===== src/rtl/vector_pipe_control_if.sv =====
// Decode/Execute control bundle for vector_pipe_control.
// master: decode/execute side; slave: the control unit. HALT_DETECT_EN adds haltedE.
interface vector_pipe_control_if #(
   parameter int OPCODE_WIDTH   = 4,
   parameter int VECTOR_LENGTH  = 16,
   parameter int ALU_CTRL_WIDTH = 3
);
   localparam int LBW = $clog2(VECTOR_LENGTH);

   logic [OPCODE_WIDTH-1:0]   opcodeD;
   logic                      validD;
   logic                      readyD;
   logic                      stallE;
   logic                      flushE;
   logic                      validE;
   logic                      isScalarInstructionE;
   logic                      isVectorScalarOperationE;
   logic                      resultSelectorWBE;
   logic                      writeEnableScalarWBE;
   logic                      writeEnableVectorWBE;
   logic                      writeToMemoryEnableME;
   logic                      useInmediateE;
   logic                      outFlagME;
   logic [ALU_CTRL_WIDTH-1:0] aluControlE;
   logic [LBW-1:0]            laneBaseE;
   logic                      lastPassE;
   logic                      busyVector;
`ifdef HALT_DETECT_EN
   logic                      haltedE;
`endif

   modport master (
      output opcodeD, validD, stallE, flushE,
      input  readyD, validE, isScalarInstructionE,
      input  isVectorScalarOperationE, resultSelectorWBE,
      input  writeEnableScalarWBE, writeEnableVectorWBE,
      input  writeToMemoryEnableME, useInmediateE, outFlagME,
      input  aluControlE, laneBaseE, lastPassE, busyVector
`ifdef HALT_DETECT_EN
      , input haltedE
`endif
   );

   modport slave (
      input  opcodeD, validD, stallE, flushE,
      output readyD, validE, isScalarInstructionE,
      output isVectorScalarOperationE, resultSelectorWBE,
      output writeEnableScalarWBE, writeEnableVectorWBE,
      output writeToMemoryEnableME, useInmediateE, outFlagME,
      output aluControlE, laneBaseE, lastPassE, busyVector
`ifdef HALT_DETECT_EN
      , output haltedE
`endif
   );
endinterface


===== src/rtl/vector_pipe_control.sv =====
// Vector control unit: decodes opcodeD into a registered E control word and
// replays vector ops as VECTOR_LENGTH/LANES lane-group passes.
// Ports: clk, rst_n (async, active low), bus (vector_pipe_control_if.slave):
//   opcodeD/validD/readyD decode handshake, stallE/flushE execute control,
//   E control word, laneBaseE, lastPassE, busyVector.
// Optional: HALT_DETECT_EN makes 1111 a sticky halt, reported on haltedE.
module vector_pipe_control #(
   parameter int OPCODE_WIDTH   = 4,
   parameter int VECTOR_LENGTH  = 16,
   parameter int LANES          = 4,
   parameter int ALU_CTRL_WIDTH = 3
) (
   input  logic                 clk,
   input  logic                 rst_n,
   vector_pipe_control_if.slave bus
);
   localparam int PASSES = VECTOR_LENGTH / LANES;
   localparam int LBW    = $clog2(VECTOR_LENGTH);
   localparam int PCW    = (PASSES > 1) ? $clog2(PASSES) : 1;

   typedef enum logic [1:0] {S_IDLE, S_SEQ, S_HALT} state_t;

   typedef struct packed {
      logic                      sc;
      logic                      vs;
      logic                      rs;
      logic                      wes;
      logic                      wev;
      logic                      wm;
      logic                      imm;
      logic                      outf;
      logic [ALU_CTRL_WIDTH-1:0] alu;
   } ctrl_t;

   state_t           r_state, w_state;
   logic [PCW-1:0]   r_pass, w_pass;
   logic             r_valid, w_valid;
   logic             r_last, w_last;
   logic [LBW-1:0]   r_base, w_base;
   ctrl_t            r_ctrl, w_ctrl;
   ctrl_t            r_seq, w_seq;
   ctrl_t            w_dec;
   logic [OPCODE_WIDTH:0] w_opx;
   logic [3:0]       w_op4;
   logic             w_hi_zero;
   logic             w_halt;
   logic             w_ready;
   logic             w_accept;

   // Zero-extended copy so the upper-bit check needs no empty slice.
   assign w_opx     = {1'b0, bus.opcodeD};
   assign w_op4     = w_opx[3:0];
   assign w_hi_zero = ((w_opx >> 4) == '0);

`ifdef HALT_DETECT_EN
   assign w_halt = w_hi_zero && (w_op4 == 4'hF);
`else
   assign w_halt = 1'b0;
`endif

   always_comb begin
      w_dec = '0;
      if (w_hi_zero) begin
         case (w_op4)
            4'h1: begin w_dec.sc = 1'b1; w_dec.wm = 1'b1;
                        w_dec.alu = ALU_CTRL_WIDTH'(3'b110); end
            4'h2: begin w_dec.sc = 1'b1; w_dec.rs = 1'b1; w_dec.wev = 1'b1;
                        w_dec.alu = ALU_CTRL_WIDTH'(3'b110); end
            4'h3: begin w_dec.sc = 1'b1; w_dec.wes = 1'b1; w_dec.imm = 1'b1;
                        w_dec.alu = ALU_CTRL_WIDTH'(3'b111); end
            4'h4: begin w_dec.sc = 1'b1; w_dec.rs = 1'b1; w_dec.outf = 1'b1;
                        w_dec.alu = ALU_CTRL_WIDTH'(3'b110); end
            4'h5: begin w_dec.sc = 1'b1; w_dec.wes = 1'b1;
                        w_dec.alu = ALU_CTRL_WIDTH'(3'b000); end
            4'h6: begin w_dec.sc = 1'b1; w_dec.wes = 1'b1;
                        w_dec.alu = ALU_CTRL_WIDTH'(3'b001); end
            4'h7: begin w_dec.wev = 1'b1;
                        w_dec.alu = ALU_CTRL_WIDTH'(3'b000); end
            4'h8: begin w_dec.wev = 1'b1;
                        w_dec.alu = ALU_CTRL_WIDTH'(3'b001); end
            4'h9: begin w_dec.wev = 1'b1;
                        w_dec.alu = ALU_CTRL_WIDTH'(3'b011); end
            4'hA: begin w_dec.vs = 1'b1; w_dec.wev = 1'b1; w_dec.imm = 1'b1;
                        w_dec.alu = ALU_CTRL_WIDTH'(3'b010); end
            4'hB: begin w_dec.sc = 1'b1;
                        w_dec.alu = ALU_CTRL_WIDTH'(3'b001); end
            4'hC, 4'hD, 4'hE: begin w_dec.sc = 1'b1; w_dec.imm = 1'b1;
                        w_dec.alu = ALU_CTRL_WIDTH'(3'b111); end
            default: w_dec = '0;
         endcase
      end
   end

   assign w_ready  = (r_state == S_IDLE) && !bus.stallE && !bus.flushE;
   assign w_accept = bus.validD && w_ready;

   always_comb begin
      w_state = r_state;
      w_pass  = r_pass;
      w_valid = r_valid;
      w_last  = r_last;
      w_base  = r_base;
      w_ctrl  = r_ctrl;
      w_seq   = r_seq;
      if (bus.flushE) begin
         // Flush wins over stall and accept, but cannot leave a halt.
         w_valid = 1'b0;
         w_last  = 1'b0;
         w_pass  = '0;
         w_state = (r_state == S_HALT) ? S_HALT : S_IDLE;
      end else if (!bus.stallE) begin
         unique case (r_state)
            S_IDLE: begin
               if (w_accept && w_halt) begin
                  w_state = S_HALT;
                  w_valid = 1'b0;
                  w_last  = 1'b0;
               end else if (w_accept) begin
                  w_valid = 1'b1;
                  w_ctrl  = w_dec;
                  w_seq   = w_dec;
                  w_base  = '0;
                  if (w_dec.wev && (PASSES > 1)) begin
                     w_state = S_SEQ;
                     w_pass  = PCW'(1);
                     w_last  = 1'b0;
                  end else begin
                     w_last  = 1'b1;
                  end
               end else begin
                  w_valid = 1'b0;
               end
            end
            S_SEQ: begin
               w_valid = 1'b1;
               w_ctrl  = r_seq;
               w_base  = LBW'(32'(r_pass) * LANES);
               w_last  = (32'(r_pass) == PASSES - 1);
               if (w_last) begin
                  w_state = S_IDLE;
                  w_pass  = '0;
               end else begin
                  w_pass  = PCW'(r_pass + 1'b1);
               end
            end
            S_HALT: w_valid = 1'b0;
            default: w_state = S_IDLE;
         endcase
      end
   end

   always_ff @(posedge clk or negedge rst_n) begin
      if (!rst_n) begin
         r_state <= S_IDLE;
         r_pass  <= '0;
         r_valid <= 1'b0;
         r_last  <= 1'b0;
         r_base  <= '0;
         r_ctrl  <= '0;
         r_seq   <= '0;
      end else begin
         r_state <= w_state;
         r_pass  <= w_pass;
         r_valid <= w_valid;
         r_last  <= w_last;
         r_base  <= w_base;
         r_ctrl  <= w_ctrl;
         r_seq   <= w_seq;
      end
   end

   assign bus.readyD                   = w_ready;
   assign bus.validE                   = r_valid;
   assign bus.isScalarInstructionE     = r_ctrl.sc;
   assign bus.isVectorScalarOperationE = r_ctrl.vs;
   assign bus.resultSelectorWBE        = r_ctrl.rs;
   assign bus.writeEnableScalarWBE     = r_ctrl.wes;
   assign bus.writeEnableVectorWBE     = r_ctrl.wev;
   assign bus.writeToMemoryEnableME    = r_ctrl.wm;
   assign bus.useInmediateE            = r_ctrl.imm;
   assign bus.outFlagME                = r_ctrl.outf;
   assign bus.aluControlE              = r_ctrl.alu;
   assign bus.laneBaseE                = r_base;
   assign bus.lastPassE                = r_last;
   assign bus.busyVector               = (r_state == S_SEQ);
`ifdef HALT_DETECT_EN
   assign bus.haltedE                  = (r_state == S_HALT);
`endif
endmodule


===== src/flat_wrapper.sv =====
// flat-port wrapper written by rule: the top's interface ports become plain ports
module vector_pipe_control_flat 
#(
   parameter int OPCODE_WIDTH   = 4,
   parameter int VECTOR_LENGTH  = 16,
   parameter int LANES          = 4,
   parameter int ALU_CTRL_WIDTH = 3
)
  (clk, rst_n, bus_opcodeD, bus_validD, bus_stallE, bus_flushE, bus_readyD, bus_validE, bus_isScalarInstructionE, bus_isVectorScalarOperationE, bus_resultSelectorWBE, bus_writeEnableScalarWBE, bus_writeEnableVectorWBE, bus_writeToMemoryEnableME, bus_useInmediateE, bus_outFlagME, bus_aluControlE, bus_laneBaseE, bus_lastPassE, bus_busyVector);
  vector_pipe_control_if #(.OPCODE_WIDTH(OPCODE_WIDTH), .VECTOR_LENGTH(VECTOR_LENGTH), .ALU_CTRL_WIDTH(ALU_CTRL_WIDTH)) bus_i ();
  input  logic clk;
  input  logic rst_n;
  input wire logic [$bits(bus_i.opcodeD)-1:0] bus_opcodeD;
  input wire logic [$bits(bus_i.validD)-1:0] bus_validD;
  input wire logic [$bits(bus_i.stallE)-1:0] bus_stallE;
  input wire logic [$bits(bus_i.flushE)-1:0] bus_flushE;
  output wire logic [$bits(bus_i.readyD)-1:0] bus_readyD;
  output wire logic [$bits(bus_i.validE)-1:0] bus_validE;
  output wire logic [$bits(bus_i.isScalarInstructionE)-1:0] bus_isScalarInstructionE;
  output wire logic [$bits(bus_i.isVectorScalarOperationE)-1:0] bus_isVectorScalarOperationE;
  output wire logic [$bits(bus_i.resultSelectorWBE)-1:0] bus_resultSelectorWBE;
  output wire logic [$bits(bus_i.writeEnableScalarWBE)-1:0] bus_writeEnableScalarWBE;
  output wire logic [$bits(bus_i.writeEnableVectorWBE)-1:0] bus_writeEnableVectorWBE;
  output wire logic [$bits(bus_i.writeToMemoryEnableME)-1:0] bus_writeToMemoryEnableME;
  output wire logic [$bits(bus_i.useInmediateE)-1:0] bus_useInmediateE;
  output wire logic [$bits(bus_i.outFlagME)-1:0] bus_outFlagME;
  output wire logic [$bits(bus_i.aluControlE)-1:0] bus_aluControlE;
  output wire logic [$bits(bus_i.laneBaseE)-1:0] bus_laneBaseE;
  output wire logic [$bits(bus_i.lastPassE)-1:0] bus_lastPassE;
  output wire logic [$bits(bus_i.busyVector)-1:0] bus_busyVector;
  assign bus_i.opcodeD = bus_opcodeD;
  assign bus_i.validD = bus_validD;
  assign bus_i.stallE = bus_stallE;
  assign bus_i.flushE = bus_flushE;
  assign bus_readyD = bus_i.readyD;
  assign bus_validE = bus_i.validE;
  assign bus_isScalarInstructionE = bus_i.isScalarInstructionE;
  assign bus_isVectorScalarOperationE = bus_i.isVectorScalarOperationE;
  assign bus_resultSelectorWBE = bus_i.resultSelectorWBE;
  assign bus_writeEnableScalarWBE = bus_i.writeEnableScalarWBE;
  assign bus_writeEnableVectorWBE = bus_i.writeEnableVectorWBE;
  assign bus_writeToMemoryEnableME = bus_i.writeToMemoryEnableME;
  assign bus_useInmediateE = bus_i.useInmediateE;
  assign bus_outFlagME = bus_i.outFlagME;
  assign bus_aluControlE = bus_i.aluControlE;
  assign bus_laneBaseE = bus_i.laneBaseE;
  assign bus_lastPassE = bus_i.lastPassE;
  assign bus_busyVector = bus_i.busyVector;
  vector_pipe_control #(.OPCODE_WIDTH(OPCODE_WIDTH), .VECTOR_LENGTH(VECTOR_LENGTH), .LANES(LANES), .ALU_CTRL_WIDTH(ALU_CTRL_WIDTH)) u_core (.clk(clk), .rst_n(rst_n), .bus(bus_i));
endmodule

===== config.mk =====
export PLATFORM = sky130hd
export DESIGN_NAME = vector_pipe_control_flat
export DESIGN_NICKNAME = d
export VERILOG_FILES = /design/src/rtl/vector_pipe_control_if.sv /design/src/rtl/vector_pipe_control.sv /design/src/flat_wrapper.sv
export SDC_FILE = /design/constraint.sdc
export NUM_CORES = 1
export LEC_CHECK = 0
export CORE_ASPECT_RATIO = 1.2
export CORE_UTILIZATION = 56
export CTS_BUF_LIST = sky130_fd_sc_hd__clkbuf_16
export DETAILED_ROUTE_END_ITERATION = 8
export DONT_BUFFER_PORTS = 1
export GPL_ROUTABILITY_DRIVEN = 1
export PLACE_DENSITY_LB_ADDON = 0.1
export SLEW_MARGIN = 20
export SYNTH_ARGS = -nofsm -noshare
export SYNTH_HDL_FRONTEND = slang
export SYNTH_SLANG_ARGS = --single-unit

===== constraint.sdc =====
create_clock -name clk -period 1.55 [get_ports clk]
set_input_delay 0.31 -clock clk [delete_from_list [all_inputs] [get_ports clk]]
set_output_delay 0.31 -clock clk [all_outputs]
set_load 0.05 [all_outputs]

==> results of run 1 <==
[area by class of cell]
type,count,area [sq um]
clock buffers,5,125
repair buffers,25,287
clock inverters,3,11.3
flip-flops and latches,30,751
well taps,34,42.5
multi-input cells,133,970
inverters,6,27.5
fillers,176,624
[synth_stat cells (2+ instances only)]
library cell / number
a211oi_1: 2
a21oi_1: 5
a22o_1: 2
a31oi_1: 2
buf_2: 9
buf_4: 3
clkbuf_1: 3
dfrtp_1: 30
ha_1: 4
inv_1: 6
mux2_2: 5
mux2i_1: 5
nand2_1: 26
nand3_1: 3
nand4bb_1: 2
nor2_1: 15
nor2b_1: 3
nor3_1: 6
o211ai_1: 2
o21a_1: 2
o21ai_0: 12
o21ai_1: 7
or3b_1: 2
[power breakdown]
| part | total [W] | internal (W) | switching [W] |
|---|---|---|---|
| logic | 0.000999 | 0.000527 | 0.000473 |
| registers | 0.00159 | 0.00101 | 0.000584 |
| clock network | 0.000897 | 0.000576 | 0.000321 |
| total | 0.00349 | 0.00211 | 0.00138 |
[sequential cells by signal, indices dropped and copies added, names as in the netlist, 2 cells and up]
register,cells
u_core.r_seq,11
u_core.bus.aluControlE,3
u_core.bus.laneBaseE,2
u_core.r_pass,2
u_core.r_state,2
[worst max-delay path, cell delays in order, from the launching register on]
cell	delay, ns
dfrtp_1	0.39
inv_2	0.09
ha_4	0.15
buf_6	0.12
inv_4	0.04
nor3_4	0.14
buf_12	0.16
[per-stage QoR]
step                      setup slack [ns]  area (sq um)  TNS, ns
after floorplan                     -0.119          1740    -1.05
after global placement              -0.290          1820    -1.69
after detailed placement            -0.364          1820    -2.86
after CTS                           -0.102          2180   -0.748
after global routing                -0.167          2210    -1.96
final                               -0.113          2210    -1.04
[metal layers]
layer  up-vias  wire length, um  part of all wire  track usage
met4         0              125             0.029        0.125
li1        682                -                 -            -
met5         -                0                 0            0
met2        52             2240              0.53        0.481
met1       729             1690              0.40        0.347
met3        20              209             0.049       0.0662
[logic make-up after synthesis]
group	synth area share
buf+inv	0.0663
xor+xnor	0.0103
flops	0.442
simple gates	0.214
mux	0.0626
fa+ha+maj	0.0295
other cells	0.00221
compound gates	0.173
[repair_timing]
| item | in CTS | in global routing |
|---|---|---|
| setup buffers | 9 | 1 |
| pin swaps | 8 | 14 |
| resized for setup | 26 | 17 |
| endpoints found under the hold margin | 30 | 0 |
| endpoints found under the setup margin | 25 | 26 |
| cloned | 2 | 0 |
| hold buffers | 2 | 0 |
[worst max-delay path by stage]
stage / from / end / slack [ns] / cells past startpoint
detailed placement: u_core.r_state[1] / u_core.bus.outFlagME / -0.36 / 5
CTS: u_core.r_state[0] / bus_readyD / -0.10 / 6
global placement: u_core.r_state[1] / u_core.bus.outFlagME / -0.29 / 5
finish: u_core.r_state[0] / bus_readyD / -0.11 / 6
floorplan: u_core.r_state[1] / u_core.bus.aluControlE[2] / -0.12 / 8
global route: u_core.r_state[0] / u_core.bus.validE / -0.17 / 6
==> flow_metrics.env, run 1 <==
export IMPL_drc=0
export IMPL_p_leak_nw=0.954
export IMPL_critPathMaxFanout=5
export IMPL_critPathCaptureType="output port"
export IMPL_grt_pass1_wl_mm=6.97
export IMPL_synth_avg_cell_area_sq_um=9.28
export IMPL_synth_edf_count=0
export IMPL_finalClockSkew_ns=0.00542
export IMPL_clock_sinks=30
export IMPL_ys_types=50
export IMPL_antenna_cells=0
export IMPL_r2r_end="u_core.bus.writeToMemoryEnableME"
export IMPL_hold_viol_final=0
export IMPL_nNetsFinal=214
export IMPL_yosys_area_top_type_share=0.442
export IMPL_avgViaCountPerCell=6.28
export IMPL_dp_cells=216
export IMPL_reg2reg_depth=7
export IMPL_root_buffer="clkbuf_16"
export IMPL_grt_pass1_vias=1497
export IMPL_worst_pin_slew_ns=0.521
export IMPL_setup_slack_ns=-0.113
export IMPL_grt_overflow_total=0
export IMPL_initial_utilization=0.598
export IMPL_netlist_top_cell_by_area="dfrtp_1"
export IMPL_finalNonFillerCells=236
export IMPL_yosys_warnings=0
export IMPL_wirelength_mm=4.27
export IMPL_vias=1483
export IMPL_holdPathStages=1
export IMPL_rows=21
export IMPL_hp_start="bus_flushE"
export IMPL_clock_latency_ns=0.27
export IMPL_cts_tree="yes"
export IMPL_ys_seq_area_frac=0.442
export IMPL_rsz0062_at_grt="yes"
export IMPL_slew_viol_final=0
export IMPL_drv_cap=0
export IMPL_reg2reg_slack_ns=-0.11
export IMPL_grt_max_degree=31
export IMPL_outcome="finished with violations"
export IMPL_cts_buffers_inserted=5
export IMPL_synth_cells=183
export IMPL_io_buffers=0
export IMPL_ys_ff_latch=30
export IMPL_h_tree_depth=2
export IMPL_first_pass_iters=4
export IMPL_crit_path_start_kind="flop"
export IMPL_period_needed_ns=1.66
export IMPL_path_class="reg2out"
export IMPL_hpwl_mm=2.50
export IMPL_ys_async_sr_fraction=1.00
export IMPL_die_x_um=52.3
export IMPL_area_growth_pct=30.4
export IMPL_fp_dieArea_sq_um=3260
export IMPL_clockBufferDepth=2
export IMPL_routedWlPerCell_um=18.1
export IMPL_power_total_w=0.00349
export IMPL_holdWs_ns=0.0940
export IMPL_mostFrequentLayoutCells="dfrtp_1 (30), nand2_1 (18), nor2_1 (14), o21ai_1 (10), buf_4 (10)"
export IMPL_maxSlewHeadroom=0.653
export IMPL_ir_worst_vdd_mv=1.01
export IMPL_synth_area_leaders="dfrtp_1 (44%), nand2_1 (5.7%), o21ai_0 (3.5%)"
export IMPL_layout_commonest_cell="dfrtp_1"
export IMPL_min_to="u_core.r_state[0]"
export IMPL_cellPowerDensity_nw_per_um2=1580
export IMPL_finalSetupViolCount=23
export IMPL_ys_dominant_reg_cell="dfrtp_1"
export IMPL_max_clock_freq_ghz=0.601
export IMPL_io_pins=28
export IMPL_r2r_start="u_core.r_state[0]"
export IMPL_drive_gt1_frac=0.307
export IMPL_fin_util=0.780
export IMPL_antenna_found_initial=0
export IMPL_ant_nets=0
export IMPL_violations="setup timing"
export IMPL_netlist_area_sq_um=1700
export IMPL_die_h_um=62.3
export IMPL_required_ns=1.24
export IMPL_crit_arrival_ns=1.35
export IMPL_fin_crit_sh=1.07
export IMPL_cts_clk_slew_worst_paths_ns=0.05
export IMPL_place_gp_congestion=0.778
export IMPL_hp_class="in2reg"
export IMPL_drt_iter0_markers=37
export IMPL_coreArea_sq_um=2840
export IMPL_grt_use_total=0.289
Note: power is estimated with default switching activity, not from simulation.
==> run 2, diff against run 1 <==
--- a/config.mk
+++ b/config.mk
@@ -10,7 +10,6 @@
 export CTS_BUF_LIST = sky130_fd_sc_hd__clkbuf_16
 export DETAILED_ROUTE_END_ITERATION = 8
 export DONT_BUFFER_PORTS = 1
-export GPL_ROUTABILITY_DRIVEN = 1
 export PLACE_DENSITY_LB_ADDON = 0.1
 export SLEW_MARGIN = 20
 export SYNTH_ARGS = -nofsm -noshare
==> results of run 2 <==
Final layout, timing and power as in run 1 (identical DEF).
==> run 3, diff against run 2 <==
--- a/config.mk
+++ b/config.mk
@@ -5,8 +5,10 @@
 export SDC_FILE = /design/constraint.sdc
 export NUM_CORES = 1
 export LEC_CHECK = 0
+export CELL_PAD_IN_SITES_DETAIL_PLACEMENT = 1
+export CELL_PAD_IN_SITES_GLOBAL_PLACEMENT = 1
 export CORE_ASPECT_RATIO = 1.2
-export CORE_UTILIZATION = 56
+export CORE_UTILIZATION = 43
 export CTS_BUF_LIST = sky130_fd_sc_hd__clkbuf_16
 export DETAILED_ROUTE_END_ITERATION = 8
 export DONT_BUFFER_PORTS = 1
==> flow_metrics.env, run 3 (synthesis gave the netlist of run 1 again) <==
export IMPL_crit_arrival_ns=1.97
export IMPL_holdWs_ns=0.0877
export IMPL_critPathMaxFanout=5
export IMPL_drv_cap=0
export IMPL_dr_wl_met2_mm=3.49
export IMPL_antenna_found_initial=0
export IMPL_required_ns=1.71
export IMPL_power_frac_clock=0.229
export IMPL_place_gp_congestion=0.802
export IMPL_period_needed_ns=1.81
export IMPL_largest_register="u_core.r_seq"
export IMPL_rows=24
export IMPL_power_total_w=0.00397
export IMPL_dr_max_layer_used="met4"
export IMPL_die_x_um=59.4
export IMPL_grt_pass1_wl_mm=8.00
export IMPL_path_cells="inv_2 > ha_4 > mux2i_4 > buf_6 > or3_4 > buf_6 > nand2_2 > o21ai_1"
export IMPL_nNetsFinal=223
export IMPL_avgViaCountPerCell=6.13
export IMPL_path_buf_inv=3
export IMPL_antenna_cells=0
export IMPL_finalSetupViolCount=31
export IMPL_cts_buffers_inserted=5
export IMPL_slew_viol_final=0
export IMPL_drc=0
export IMPL_crit_path_start_kind="flop"
export IMPL_met3_length_um=294
export IMPL_grt_use_total=0.259
export IMPL_drive_gt1_frac=0.435
export IMPL_drt_iter0_markers=60
export IMPL_vias=1599
export IMPL_mostFrequentLayoutCells="dfrtp_1 (30), nand2_1 (13), buf_4 (13), buf_6 (12), nand2_2 (11)"
export IMPL_clock_sinks=30
export IMPL_p_comb_frac=0.358
export IMPL_p_int_w=0.00232
export IMPL_critPathCapture="u_core.bus.resultSelectorWBE"
export IMPL_wirelength_mm=6.53
export IMPL_grt_overflow_total=0
export IMPL_r2r_end="u_core.bus.resultSelectorWBE"
export IMPL_cts_clk_slew_worst_paths_ns=0.05
export IMPL_h_tree_depth=2
export IMPL_outcome="finished with violations"
export IMPL_slowest_delay_ns=0.40
export IMPL_rsz0062_at_grt="yes"
export IMPL_io_pins=28
export IMPL_cp_top_family="simple AND/OR/NAND/NOR gates"
export IMPL_worst_pin_slew_ns=0.535
export IMPL_fp_dieArea_sq_um=4200
export IMPL_max_clock_freq_ghz=0.551
export IMPL_violations="setup timing"
export IMPL_root_buffer="clkbuf_16"
export IMPL_hp_class="in2reg"
export IMPL_ant_nets=0
export IMPL_grt_pass1_vias=1572
export IMPL_first_pass_iters=4
export IMPL_cp_depth=8
export IMPL_largest_register_ffs=11
export IMPL_cpMostUsedCell="buf_6"
export IMPL_reg2reg_slack_ns=-0.26
export IMPL_cts_tree="yes"
export IMPL_io_buffers=0
export IMPL_p_leak_nw=1.08
export IMPL_wl_met1_mm=2.46
export IMPL_setup_slack_ns=-0.263
export IMPL_maxSlewHeadroom=0.643
export IMPL_routedWlPerCell_um=25.0
export IMPL_critPathCaptureType="flop"
export IMPL_clock_latency_ns=0.28
export IMPL_startpoint="u_core.r_state[1]"
export IMPL_hpwl_mm=2.97
export IMPL_initial_utilization=0.460
export IMPL_coreArea_sq_um=3690
export IMPL_grt_max_degree=31
export IMPL_cp_slowest_cell="dfrtp_1"
export IMPL_p_switching_w=0.00165
export IMPL_path_class="reg2reg"
export IMPL_fin_crit_sh=1.17
export IMPL_area_growth_pct=46.9
export IMPL_layout_commonest_cell="dfrtp_1"
export IMPL_p_seq_frac=0.413
export IMPL_cellPowerDensity_nw_per_um2=1590
export IMPL_hold_viol_final=0
export IMPL_clockBufferDepth=2
export IMPL_r2r_start="u_core.r_state[1]"
export IMPL_reg2reg_depth=8
export IMPL_sw_frac_of_total=0.415
export IMPL_die_h_um=70.8
export IMPL_finalClockSkew_ns=0.00425
export IMPL_ir_worst_vdd_mv=0.902
-- run 3: cell types whose count changed in the layout (fill, tap and decap cells not counted), sizes merged --
| cell | change |
|---|---|
| buf | +7 |
| clkbuf | +3 |
| clkinv | -2 |
| or3 | -1 |
-- run 3: cell type report --
| class | instances | area, sq um |
|---|---|---|
| Tap cell | 52 | 65.1 |
| Multi-Input combinational cell | 132 | 1100 |
| Clock inverter | 1 | 3.75 |
| Inverter | 6 | 25.0 |
| Fill cell | 389 | 1200 |
| Sequential cell | 30 | 751 |
| Clock buffer | 5 | 125 |
| Timing Repair Buffer | 35 | 423 |
-- run 3: worst min-delay path by stage --
stage / cells past startpoint / start / slack (ns) / to
final: 1 / bus_flushE / 0.09 / u_core.r_state[0]
after global routing: 1 / bus_flushE / 0.08 / u_core.r_state[0]
after CTS: 1 / bus_flushE / 0.1 / u_core.r_state[0]
after detailed placement: 0 / rst_n / 0.02 / u_core.bus.laneBaseE[3]
after global placement: 0 / rst_n / 0.02 / u_core.bus.laneBaseE[3]
after floorplan: 0 / rst_n / 0.01 / u_core.bus.aluControlE[0]
-- run 3: power by group through the flow --
stage / registers (W) / clock network [W] / logic, W
4_1_cts: 0.00159 / 0.000886 / 0.00105
3_3_place_gp: 0.00159 / 0 / 0.000690
3_5_place_dp: 0.00161 / 0 / 0.000730
2_1_floorplan: 0.00155 / 0 / 0.000541
6_report: 0.00164 / 0.000910 / 0.00142
5_1_grt: 0.00166 / 0.000946 / 0.00150
-- run 3: metal layers --
layer | vias to the layer above | track usage
li1 | 691 | -
met1 | 819 | 0.287
met2 | 63 | 0.463
met3 | 26 | 0.0512
met4 | 0 | 0.119
met5 | - | 0
-- run 3: what timing repair did --
action | 4_1_cts | 5_1_grt
buffers inserted | 9 | 7
pin swaps | 12 | 14
resized for setup | 38 | 39
hold buffers | 2 | 0
endpoints found under the setup margin | 28 | 31
gates cloned | 2 | 3
endpoints found under the hold margin | 30 | 0
-- run 3: stage by stage --
step	setup slack, ns	util	setup TNS (ns)	std cells	cell area (sq um)
after floorplan	-0.119	-	-1.05	184	1740
after global routing	-0.272	0.675	-6.51	261	2490
after detailed placement	-0.453	0.495	-5.58	234	1830
final	-0.263	0.675	-5.85	261	2490
after global placement	-0.381	0.495	-3.74	234	1830
after CTS	-0.187	0.604	-2.90	252	2230
-- run 3: worst reg2reg max path: cells and delay by family, from the launching register on --
family	cells	cell delay [ns]
simple gates	2	0.44
flops	1	0.40
buf+inv	3	0.39
fa+ha+maj	1	0.19
mux	1	0.19
compound gates	1	0.08
